$ cat src/rtl/dso_pkg.sv
// Shared DSO types: dump FSM states and the channel-select encoding used by the
// capture SM, RAM interface and dump SM.
package dso_pkg;

  typedef enum logic [2:0] {
    ST_IDLE,
    ST_READ,
    ST_WAIT,
    ST_SEND,
    ST_TXWAIT,
    ST_DONE
  } dump_state_t;

  localparam logic [1:0] CH_NONE = 2'b00;
  localparam logic [1:0] CH1     = 2'b01;
  localparam logic [1:0] CH2     = 2'b10;
  localparam logic [1:0] CH3     = 2'b11;

endpackage

$ cat src/rtl/dump_sm_wrap_counter.sv
// Combinational modulo-DEPTH incrementer; tc_o flags the last value (DEPTH-1).
// No state, no latency, no flow control: the caller decides when to take next_o.
module wrap_counter #(
  parameter int DEPTH = 384,
  parameter int W     = 9
) (
  input  logic [W-1:0] value_i,
  output logic [W-1:0] next_o,
  output logic         tc_o
);

  assign tc_o   = (value_i == W'(DEPTH - 1));
  assign next_o = tc_o ? '0 : value_i + 1'b1;

endmodule

$ cat src/rtl/dump_sm.sv
// Walks one channel's circular capture buffer from the oldest sample and feeds each
// byte to the UART; per sample 2+RD_LAT cycles plus the wait for tx_done.
module dump_sm
  import dso_pkg::*;
#(
  parameter int DEPTH  = 384,
  parameter int ADDR_W = 9,
  parameter int RD_LAT = 2
) (
  input  logic              clk,
  input  logic              rst,
  input  logic              dump_start,
  input  logic [1:0]        dump_chan,
  input  logic [ADDR_W-1:0] trig_pos,
  input  logic [7:0]        read_data,
  input  logic              tx_done,
  output logic              dump_en,
  output logic [1:0]        ch_sel,
  output logic [ADDR_W-1:0] addr,
  output logic [7:0]        tx_data,
  output logic              tx_start,
  output logic              dump_busy,
  output logic              dump_done
);

  localparam int LAT_W = (RD_LAT > 1) ? $clog2(RD_LAT) : 1;

  dump_state_t       state_q;
  logic [ADDR_W-1:0] addr_q, addr_d;
  logic [ADDR_W-1:0] cnt_q, cnt_d;
  logic [LAT_W-1:0]  lat_q;
  logic [1:0]        ch_sel_q;
  logic [7:0]        tx_data_q;
  logic              dump_en_q, tx_start_q, busy_q, done_q;
  logic              cnt_last;
  logic              addr_wrap_unused;

  wrap_counter #(.DEPTH(DEPTH), .W(ADDR_W)) u_addr_ctr (
    .value_i (addr_q),
    .next_o  (addr_d),
    .tc_o    (addr_wrap_unused)
  );

  wrap_counter #(.DEPTH(DEPTH), .W(ADDR_W)) u_cnt_ctr (
    .value_i (cnt_q),
    .next_o  (cnt_d),
    .tc_o    (cnt_last)
  );

  always_ff @(posedge clk or posedge rst) begin
    if (rst) begin
      state_q    <= ST_IDLE;
      addr_q     <= '0;
      cnt_q      <= '0;
      lat_q      <= '0;
      ch_sel_q   <= CH_NONE;
      tx_data_q  <= 8'h00;
      dump_en_q  <= 1'b0;
      tx_start_q <= 1'b0;
      busy_q     <= 1'b0;
      done_q     <= 1'b0;
    end else begin
      dump_en_q  <= 1'b0;
      tx_start_q <= 1'b0;
      done_q     <= 1'b0;
      case (state_q)
        ST_IDLE: begin
          if (dump_start && (dump_chan != CH_NONE)) begin
            ch_sel_q  <= dump_chan;
            addr_q    <= trig_pos;
            cnt_q     <= '0;
            busy_q    <= 1'b1;
            dump_en_q <= 1'b1;
            state_q   <= ST_READ;
          end
        end
        ST_READ: begin
          lat_q   <= '0;
          state_q <= ST_WAIT;
        end
        // read_data is valid exactly RD_LAT cycles after the dump_en cycle
        ST_WAIT: begin
          if (lat_q == LAT_W'(RD_LAT - 1)) begin
            tx_data_q  <= read_data;
            tx_start_q <= 1'b1;
            state_q    <= ST_SEND;
          end else begin
            lat_q <= lat_q + 1'b1;
          end
        end
        ST_SEND: state_q <= ST_TXWAIT;
        ST_TXWAIT: begin
          if (tx_done) begin
            if (cnt_last) begin
              done_q  <= 1'b1;
              state_q <= ST_DONE;
            end else begin
              cnt_q     <= cnt_d;
              addr_q    <= addr_d;
              dump_en_q <= 1'b1;
              state_q   <= ST_READ;
            end
          end
        end
        ST_DONE: begin
          busy_q   <= 1'b0;
          ch_sel_q <= CH_NONE;
          state_q  <= ST_IDLE;
        end
        default: state_q <= ST_IDLE;
      endcase
    end
  end

  assign dump_en   = dump_en_q;
  assign ch_sel    = ch_sel_q;
  assign addr      = addr_q;
  assign tx_data   = tx_data_q;
  assign tx_start  = tx_start_q;
  assign dump_busy = busy_q;
  assign dump_done = done_q;

endmodule
$ cat config.mk
export PLATFORM = sky130hd
export DESIGN_NAME = dump_sm
export DESIGN_NICKNAME = d
export VERILOG_FILES = /design/src/rtl/dso_pkg.sv /design/src/rtl/dump_sm_wrap_counter.sv /design/src/rtl/dump_sm.sv
export SDC_FILE = /design/constraint.sdc
export NUM_CORES = 1
export LEC_CHECK = 0
export ABC_AREA = 1
export ABC_CLOCK_PERIOD_IN_PS = 1350
export BUFFER_PORTS_ARGS = -buffer_cell sky130_fd_sc_hd__buf_2
export CELL_PAD_IN_SITES_DETAIL_PLACEMENT = 1
export CELL_PAD_IN_SITES_GLOBAL_PLACEMENT = 2
export CORE_ASPECT_RATIO = 0.9
export CORE_MARGIN = 1
export CORE_UTILIZATION = 27
export CTS_BUF_LIST = sky130_fd_sc_hd__clkbuf_16
export DETAILED_ROUTE_END_ITERATION = 8
export PLACE_DENSITY_LB_ADDON = 0.1
export SLEW_MARGIN = 15
export SYNTH_ARGS = -nofsm -noshare
export SYNTH_HDL_FRONTEND = slang
export SYNTH_SLANG_ARGS = --single-unit
$ cat constraint.sdc
create_clock -name clk -period 1.35 [get_ports clk]
set_input_delay 0.0675 -clock clk [delete_from_list [all_inputs] [get_ports clk]]
set_output_delay 0.0675 -clock clk [all_outputs]
set_load 0.02 [all_outputs]
After elaboration in Yosys (flattened, before gate mapping)
Index checks and enable logic that the tools add are counted.
Cells by class
  $add $sub $neg: 3
  equal/unequal tests: 11
  mux-type cells: 29
  reductions and logical operators: 10
Operators by type and width (count)
  9-bit two-way mux: 7
  9-bit case mux with 2 select lines: 2
  9-bit by 1-bit adder with 9-bit output, second input constant: 2
  9-bit == test, second input constant: 2
  3-bit case mux with 5 select lines: 1
  3-bit two-way mux: 4
  1-bit two-way mux: 10
  2-bit inequality test, second input constant: 4
  2-bit nonzero test: 4
  3-bit by 2-bit == test with 1-bit output, second input constant: 2
  3-bit == test, second input constant: 2
  1-bit case mux with 2 select lines: 3
  2-bit case mux with 2 select lines: 1
  2-bit AND reduction: 2
  4-bit AND reduction: 1
  3-bit by 1-bit == test with 1-bit output, second input constant: 1
  3-bit logical NOT: 1
  3-bit AND reduction: 1
  2-bit two-way mux: 1
  1-bit adder, second input constant: 1
  1-bit logical AND: 1
Storage, ports and cells
  bits in registers: 36
  logic and storage cells: 63

Logic depth before layout (Yosys ltp)
Gate-level depths: netlist of the first run.
  depth in word-level cells: 5
  gate-level depth with buffers: 10

Cells and area by module
A second synthesis of the first run with hierarchy kept.
Second synthesis, totals
  cell total of the unflattened synthesis: 298
  area total of the unflattened synthesis: 2122.0 um^2
Modules (own cells, without submodules)
  dump_sm: times used 1, cells an instance 214, area an instance 1666.6 um^2
  wrap_counter: times used 2, cells an instance 42, area an instance 227.7 um^2

Worst setup path before layout of the first run
No wires, ideal clock.
  path type: register to register
  start: register addr_q[0], in the netlist addr[0]
  end: register addr_q[5], in the netlist addr[5]
  setup time: 117 ps
  arrival time: 1423 ps
  path slack: -190 ps
  stages on the path, launching flop included: 11
  path buffers: 0
  clock period less this slack: 1540 ps
  cells stage by stage: dfrtp_1 > ha_1 > nand2_1 > nor2_1 > nand3_1 > nand2_1 > inv_1 > nand2_1 > nand2_1 > nand2_1 > nand2_1
Between the ends
  cells in the longest elaborated chain, start to end: 5
Ends and longest elaborated chain
  start: declaration: line dump_sm.sv:29  | logic [ADDR_W-1:0] addr_q, addr_d;
  start signal: assignment: line dump_sm.sv:70  | addr_q <= trig_pos;
  start signal: assignment: line dump_sm.sv:99  | addr_q <= addr_d;
  9-bit by 1-bit adder with 9-bit output / 9-bit == test (equally long branches): line dump_sm_wrap_counter.sv:13, dump_sm_wrap_counter.sv:12
  9-bit two-way mux (*): line dump_sm_wrap_counter.sv:13  | assign next_o = tc_o ? '0 : value_i + 1'b1;
  9-bit two-way mux (*): line dump_sm.sv:94  | if (cnt_last) begin
  9-bit two-way mux (*): line dump_sm.sv:93  | if (tx_done) begin
  9-bit case mux with 2 select lines (*): line dump_sm.sv:66  | case (state_q)
Mark *: on every way between the ends. The rest lies on a longest branch, timed or not. The select of a mux whose other input is x is not followed.
A chain may end at the register's enable or synchronous reset.

Final worst setup path of the first run
  start: register cnt_q[0]
  end: register cnt_q[8]
Between the ends
  cells in the longest elaborated chain, start to end: 4
Ends and longest elaborated chain
  start: declaration: line dump_sm.sv:30  | logic [ADDR_W-1:0] cnt_q, cnt_d;
  start signal: assignment: line dump_sm.sv:98  | cnt_q <= cnt_d;
  9-bit by 1-bit adder with 9-bit output: line dump_sm_wrap_counter.sv:13
  9-bit two-way mux: line dump_sm.sv:94
  9-bit two-way mux: line dump_sm.sv:93
  9-bit case mux with 2 select lines: line dump_sm.sv:66
Parallel ways exist; a longest one is shown, timed or not. The select of a mux whose other input is x is not followed.

==> flow_summary_export.csv, run 1 <==
group,metric,value,unit
global_route,grt-ovfl-total,0,
worst_setup_path,end_kind,"register",
cts,clk_latency,280,ps
worst_setup_path,worstSetupStartpointType,"register",
pwr,ir_drop,0.000876,V
flow_run,drv_cap,0,
yosys,syn_inst,264,
die,row_count,29,
layout,fin_nets,385,
cts,clk_transition_reported_paths,60,ps
yosys,synth_area_per_cell,7.41,sq um
timing,post-route-period-util,1.03,
yosys,ys_seq_elements,36,
yosys,syn_nets,289,
detailed_routing,drtIter0Drc,56,
timing,finalHoldViolCount,0,
detailed_routing,drc,0,
worst_setup_path,reg2reg_from,"cnt_q[0]",
die,dieHeight,82.7,microns
worst_setup_path,crit_path_max_fanout,7,
placed_design,place_congestion,0.727,
placed_design,port_buffers,45,
layout,final_cell_mix,"nand2_1 (79), buf_2 (45), dfrtp_1 (31)",
detailed_routing,via_count,2053,
timing,tightest_slew,479,ps
timing,setup_viol,19,
cts,root_buffer,"clkbuf_16",
global_route,antenna_found_initial,0,
timing,rsz0062_at_grt,"yes",
detailed_routing,wl_per_cell,13.9,microns
die,die_w,91.7,microns
placed_design,dp.cells,420,
pwr,leakagePower,1.65,nW
die,pin_count,46,
min_path,hold_class,"input pin to register",
timing,finalMaxSlewViolations,0,
yosys,yosysSeqAreaShare,0.461,
outcome,failed_checks,"setup timing",
global_route,grt_max_degree,37,
cts,clock_path_buffers,2,
timing,tns,-514,ps
layout,stdcell_count,454,
cts,ctsHtreeMaxLevel,2,
yosys,synth_top_cell_by_area,"dfrtp_1",
worst_setup_path,crit_start,"cnt_q[0]",
die,initial_core_util,0.278,
worst_setup_path,cp.arrival,1570,ps
detailed_routing,drtPass1Iterations,4,
global_route,grt_pass1_wl,10200,microns
timing,setup_ws,-46.7,ps
worst_setup_path,path_class,"register to register",
worst_setup_path,crit_path_end,"cnt_q[8]",
layout,area_growth,58.8,%
cts,cts_tree,"done",
timing,holdWs,18.2,ps
outcome,outcome,"finished, violations left",
timing,slew_headroom,0.681,
yosys,synth_ff_type,"dfrtp_1",
yosys,syn-cell-area,1960,sq um
worst_setup_path,required,1520,ps
yosys,ys_types,29,
worst_setup_path,timing.rr.end,"cnt_q[8]",
worst_setup_path,r2r_setup_slack,-50,ps
detailed_routing,ant_nets,0,
die,dieArea,7590,sq um
worst_setup_path,reg2reg_depth,9,
yosys,ys_top_cells_by_area,"dfrtp_1 (46%), nand2_1 (20%), nand3_1 (7.9%)",
layout,layout-drive-gt1-share,0.424,
pwr,powerDensity,1940,nW/um^2
detailed_routing,wl,6300,microns
layout,n_antenna_cell,0,
layout,fillers,870,
timing,fmax,716,MHz
yosys,synth.top_cell.area_share,0.461,
yosys,async_flop_share,1.00,
cts,clock_sinks,36,
yosys,synth_edf_count,0,
yosys,yosysWarnings,0,
placed_design,hpwl,3960,microns
timing,fin_skew,6.84,ps
detailed_routing,via_per_inst,4.52,
cts,cts_buffers,5,
layout,final_common_cell,"nand2_1",
global_route,grt_pass1_vias,2099,
timing,fin_crit,1400,ps
die,coreArea,7040,sq um
global_route,grtUsageTotal,0.174,
==> worst min-delay path by stage <==
| stage | from | endpoint | cells after the start |
|---|---|---|---|
| 2_1_floorplan | read_data[0] | tx_data[0] | 2 |
| 3_3_place_gp | rst | state_q[1] | 3 |
| 3_5_place_dp | rst | state_q[1] | 3 |
| 4_1_cts | read_data[1] | tx_data[1] | 3 |
| 5_1_grt | read_data[1] | tx_data[1] | 3 |
| 6_report | read_data[1] | tx_data[1] | 3 |
==> flip-flops by register name (all words and copies together) (netlist names) <==
register and count:
addr 9, ch_sel 2, cnt_q 9, dump_busy 1, dump_done 1, dump_en 1
lat_q 1, state_q 3, tx_data 8, tx_start 1
==> metal layers <==
metal	part of all wire	vias up	global-route usage
met5	0	-	0
li1	-	1032	-
met3	0.028	6	0.0302
met4	0.017	0	0.0375
met2	0.46	31	0.298
met1	0.49	984	0.233
==> per-stage QoR <==
| step | power, mW | utilization | instance area, sq um | worst slack [ps] |
|---|---|---|---|---|
| after floorplan | 3.28 | - | 1980 | 2.38 |
| after global placement | 4.23 | 0.351 | 2470 | -69.6 |
| after detailed placement | 4.25 | 0.351 | 2470 | -117 |
| after CTS | 5.60 | 0.402 | 2830 | -65.5 |
| after global routing | 6.51 | 0.441 | 3110 | -138 |
| final | 6.03 | 0.441 | 3110 | -46.7 |
==> where the power goes <==
part	switching [mW]	total [mW]	internal (mW)
registers	0.310	1.79	1.48
clock network	0.427	1.09	0.667
logic	1.86	3.15	1.28
==> cell usage after synthesis, drive strengths merged (2+ instances only) <==
library cell	count
nor2	19
nor3	5
dfrtp	36
inv	29
a21oi	6
o21ai	14
ha	2
nand3	33
o21bai	2
nand2	106
buf	5
==> logic make-up (layout without fill, tap and decap cells) <==
logic type | Yosys count | after routing | synth area share
AND/OR/NAND/NOR | 166 | 169 | 0.372
flip-flops | 36 | 36 | 0.461
buffers and inverters | 35 | 129 | 0.0800
AO/OA/AOI/OAI | 24 | 24 | 0.0704
adder cells (fa/ha/maj) | 2 | 2 | 0.0128
XOR/XNOR | 1 | 1 | 0.00448
==> cell type report <==
| cell class | instances | area [sq um] | area share |
|---|---|---|---|
| Tap cell | 93 | 116 | 0.0375 |
| Sequential cell | 36 | 907 | 0.292 |
| Multi-Input combinational cell | 196 | 1160 | 0.375 |
| Clock inverter | 3 | 12.5 | 0.00403 |
| Inverter | 29 | 121 | 0.0391 |
| Clock buffer | 5 | 125 | 0.0403 |
| Timing Repair Buffer | 91 | 653 | 0.210 |
| Timing Repair inverter | 1 | 6.26 | 0.00201 |
==> worst max-delay path, cell delays in order, from the launching register on <==
cell and delay [ps]:
dfrtp_1 400, ha_4 180, nand2_4 70, nor2_4 50, nand3_4 70, nand3_4 100, buf_4 160, buf_16 130
nand3_1 70, nand2_1 60
==> repair_timing <==
action,CTS,global route
setup buffers,7,6
endpoints found under the setup margin,27,32
gates resized for setup,10,67
cloned,3,2
hold endpoints to repair,43,0
pin swaps,7,16
hold buffers,8,0
Note: power is estimated with default switching activity, not from simulation.
==> inputs of run 2 (changes only) <==
--- a/config.mk
+++ b/config.mk
@@ -6,13 +6,13 @@
 export NUM_CORES = 1
 export LEC_CHECK = 0
 export ABC_AREA = 1
-export ABC_CLOCK_PERIOD_IN_PS = 1350
+export ABC_CLOCK_PERIOD_IN_PS = 1680
 export BUFFER_PORTS_ARGS = -buffer_cell sky130_fd_sc_hd__buf_2
 export CELL_PAD_IN_SITES_DETAIL_PLACEMENT = 1
 export CELL_PAD_IN_SITES_GLOBAL_PLACEMENT = 2
 export CORE_ASPECT_RATIO = 0.9
 export CORE_MARGIN = 1
-export CORE_UTILIZATION = 27
+export CORE_UTILIZATION = 32
 export CTS_BUF_LIST = sky130_fd_sc_hd__clkbuf_16
 export DETAILED_ROUTE_END_ITERATION = 8
 export PLACE_DENSITY_LB_ADDON = 0.1
==> constraint.sdc (replaced) <==
create_clock -name clk -period 1.68 [get_ports clk]
set_input_delay 0.084 -clock clk [delete_from_list [all_inputs] [get_ports clk]]
set_output_delay 0.084 -clock clk [all_outputs]
set_load 0.02 [all_outputs]
==> run 2 against run 1 <==
Compared with the run above:
- the run ends with DRC left
- utilization is 0.071 points higher
- total power decreased by 29%
- clock power is 4% lower
- highest routed layer unchanged
==> flow_summary_export.csv, run 2 (synthesized netlist as in run 1, its figures left out) <==
group,metric,value,unit
global_route,grt-ovfl-total,0,
detailed_routing,wl_per_cell,13.3,microns
pwr,leakagePower,1.38,nW
cts,clk_latency,280,ps
global_route,grt_pass1_vias,1928,
timing,finalHoldViolCount,0,
cts,cts_buffers,5,
cts,cts_tree,"done",
timing,tns,0,ps
timing,tightest_slew,463,ps
placed_design,hpwl,3770,microns
timing,setup_viol,0,
timing,holdWs,4.81,ps
detailed_routing,via_per_inst,4.72,
cts,ctsHtreeMaxLevel,2,
layout,n_antenna_cell,0,
detailed_routing,drtPass1Iterations,6,
cts,clock_sinks,36,
outcome,failed_checks,"DRC",
worst_setup_path,reg2reg_depth,8,
min_path,hold_class,"input pin to register",
detailed_routing,drtIter0Drc,97,
layout,final_cell_mix,"nand2_1 (103), buf_2 (45), dfrtp_1 (36)",
timing,fin_crit,1500,ps
min_path,min_to,"tx_data[3]",
timing,slew_headroom,0.691,
cts,clk_transition_reported_paths,60,ps
global_route,grt_max_degree,37,
worst_setup_path,required,1850,ps
pwr,ir_drop,0.000581,V
layout,final_common_cell,"nand2_1",
detailed_routing,wl,5330,microns
worst_setup_path,end_kind,"register",
pwr,powerDensity,1670,nW/um^2
worst_setup_path,worstSetupStartpointType,"register",
worst_setup_path,timing.rr.end,"addr[4]",
worst_setup_path,crit_path_max_fanout,22,
timing,finalMaxSlewViolations,0,
global_route,antenna_found_initial,0,
min_path,hold_depth,3,
timing,rsz0062_at_grt,"no",
worst_setup_path,path_class,"register to register",
cts,clock_path_buffers,2,
timing,fmax,667,MHz
die,coreArea,5790,sq um
detailed_routing,via_count,1886,
worst_setup_path,cp.arrival,1670,ps
layout,area_growth,30.8,%
die,dieHeight,76.2,microns
placed_design,port_buffers,45,
worst_setup_path,r2r_setup_slack,180,ps
detailed_routing,drc,13,
die,initial_core_util,0.338,
detailed_routing,ant_nets,0,
outcome,outcome,"finished, violations left",
min_path,worstHoldStart,"read_data[3]",
global_route,grtUsageTotal,0.180,
die,dieArea,6430,sq um
timing,post-route-period-util,0.893,
die,row_count,26,
placed_design,place_congestion,0.731,
timing,fin_skew,5.64,ps
global_route,grt_pass1_wl,9130,microns
cts,root_buffer,"clkbuf_16",
worst_setup_path,reg2reg_from,"cnt_q[0]",
layout,layout-drive-gt1-share,0.233,
die,pin_count,46,
flow_run,drv_cap,0,
die,die_w,84.4,microns
layout,fin_nets,354,
run 2: cell count changes in the layout (fill, tap and decap cells not counted), sizes merged:
cell	change
inv	-2
bufinv	+1
dlygate4sd3	-1
nand2	-3
buf	-26
run 2: worst max-delay path by stage:
stage,startpoint,endpoint,depth (start not counted)
after floorplan,addr[0],addr[5],10
after global placement,cnt_q[0],cnt_q[4],8
after detailed placement,cnt_q[0],addr[4],8
after CTS,cnt_q[0],addr[4],8
after global routing,cnt_q[0],addr[3],8
final,cnt_q[0],addr[4],8
run 2: timing repair:
action	CTS	global route
hold buffers	7	0
setup endpoints to repair	0	19
resized for setup	0	2
setup buffers	0	2
hold endpoints to repair	42	0
run 2: critical path, cell delays in order (launching register included):
cell,delay (ps)
dfrtp_1,400
ha_1,180
nand2_1,90
nor2_2,150
nand3_2,130
nand3_4,130
nand2_8,130
nand2_1,110
o21ai_2,50
run 2: area by class of cell:
class                      instances  area [sq um]
clock buffer                       5           125
clock inverter                     3          38.8
fill                             746          3230
inverter                          29           111
multi-input combinational        193           910
sequential                        36           901
tap                               70          87.6
timing repair buffer              64           385
run 2: routing by layer:
metal  global-route usage  up-vias  part of all wire
li1                     -      964                 -
met5                    0        -                 0
met3               0.0293        8             0.030
met1                0.238      887              0.48
met4               0.0559        0             0.012
met2                0.302       27              0.48
run 2: power breakdown:
part	internal [mW]	total (mW)	switching [mW]
clock	0.692	1.05	0.357
combinational	0.645	1.81	1.16
sequential	1.18	1.43	0.247
run 2: per-stage QoR:
step	worst slack, ps	util	total power, mW	std cells	instance area, sq um
after CTS	2.73	0.437	4.33	398	2530
after floorplan	140	-	2.63	264	1960
final	180	0.442	4.29	400	2560
after global placement	83.8	0.397	3.20	383	2300
after global routing	26.4	0.442	4.62	400	2560
after detailed placement	6.07	0.397	3.25	383	2300
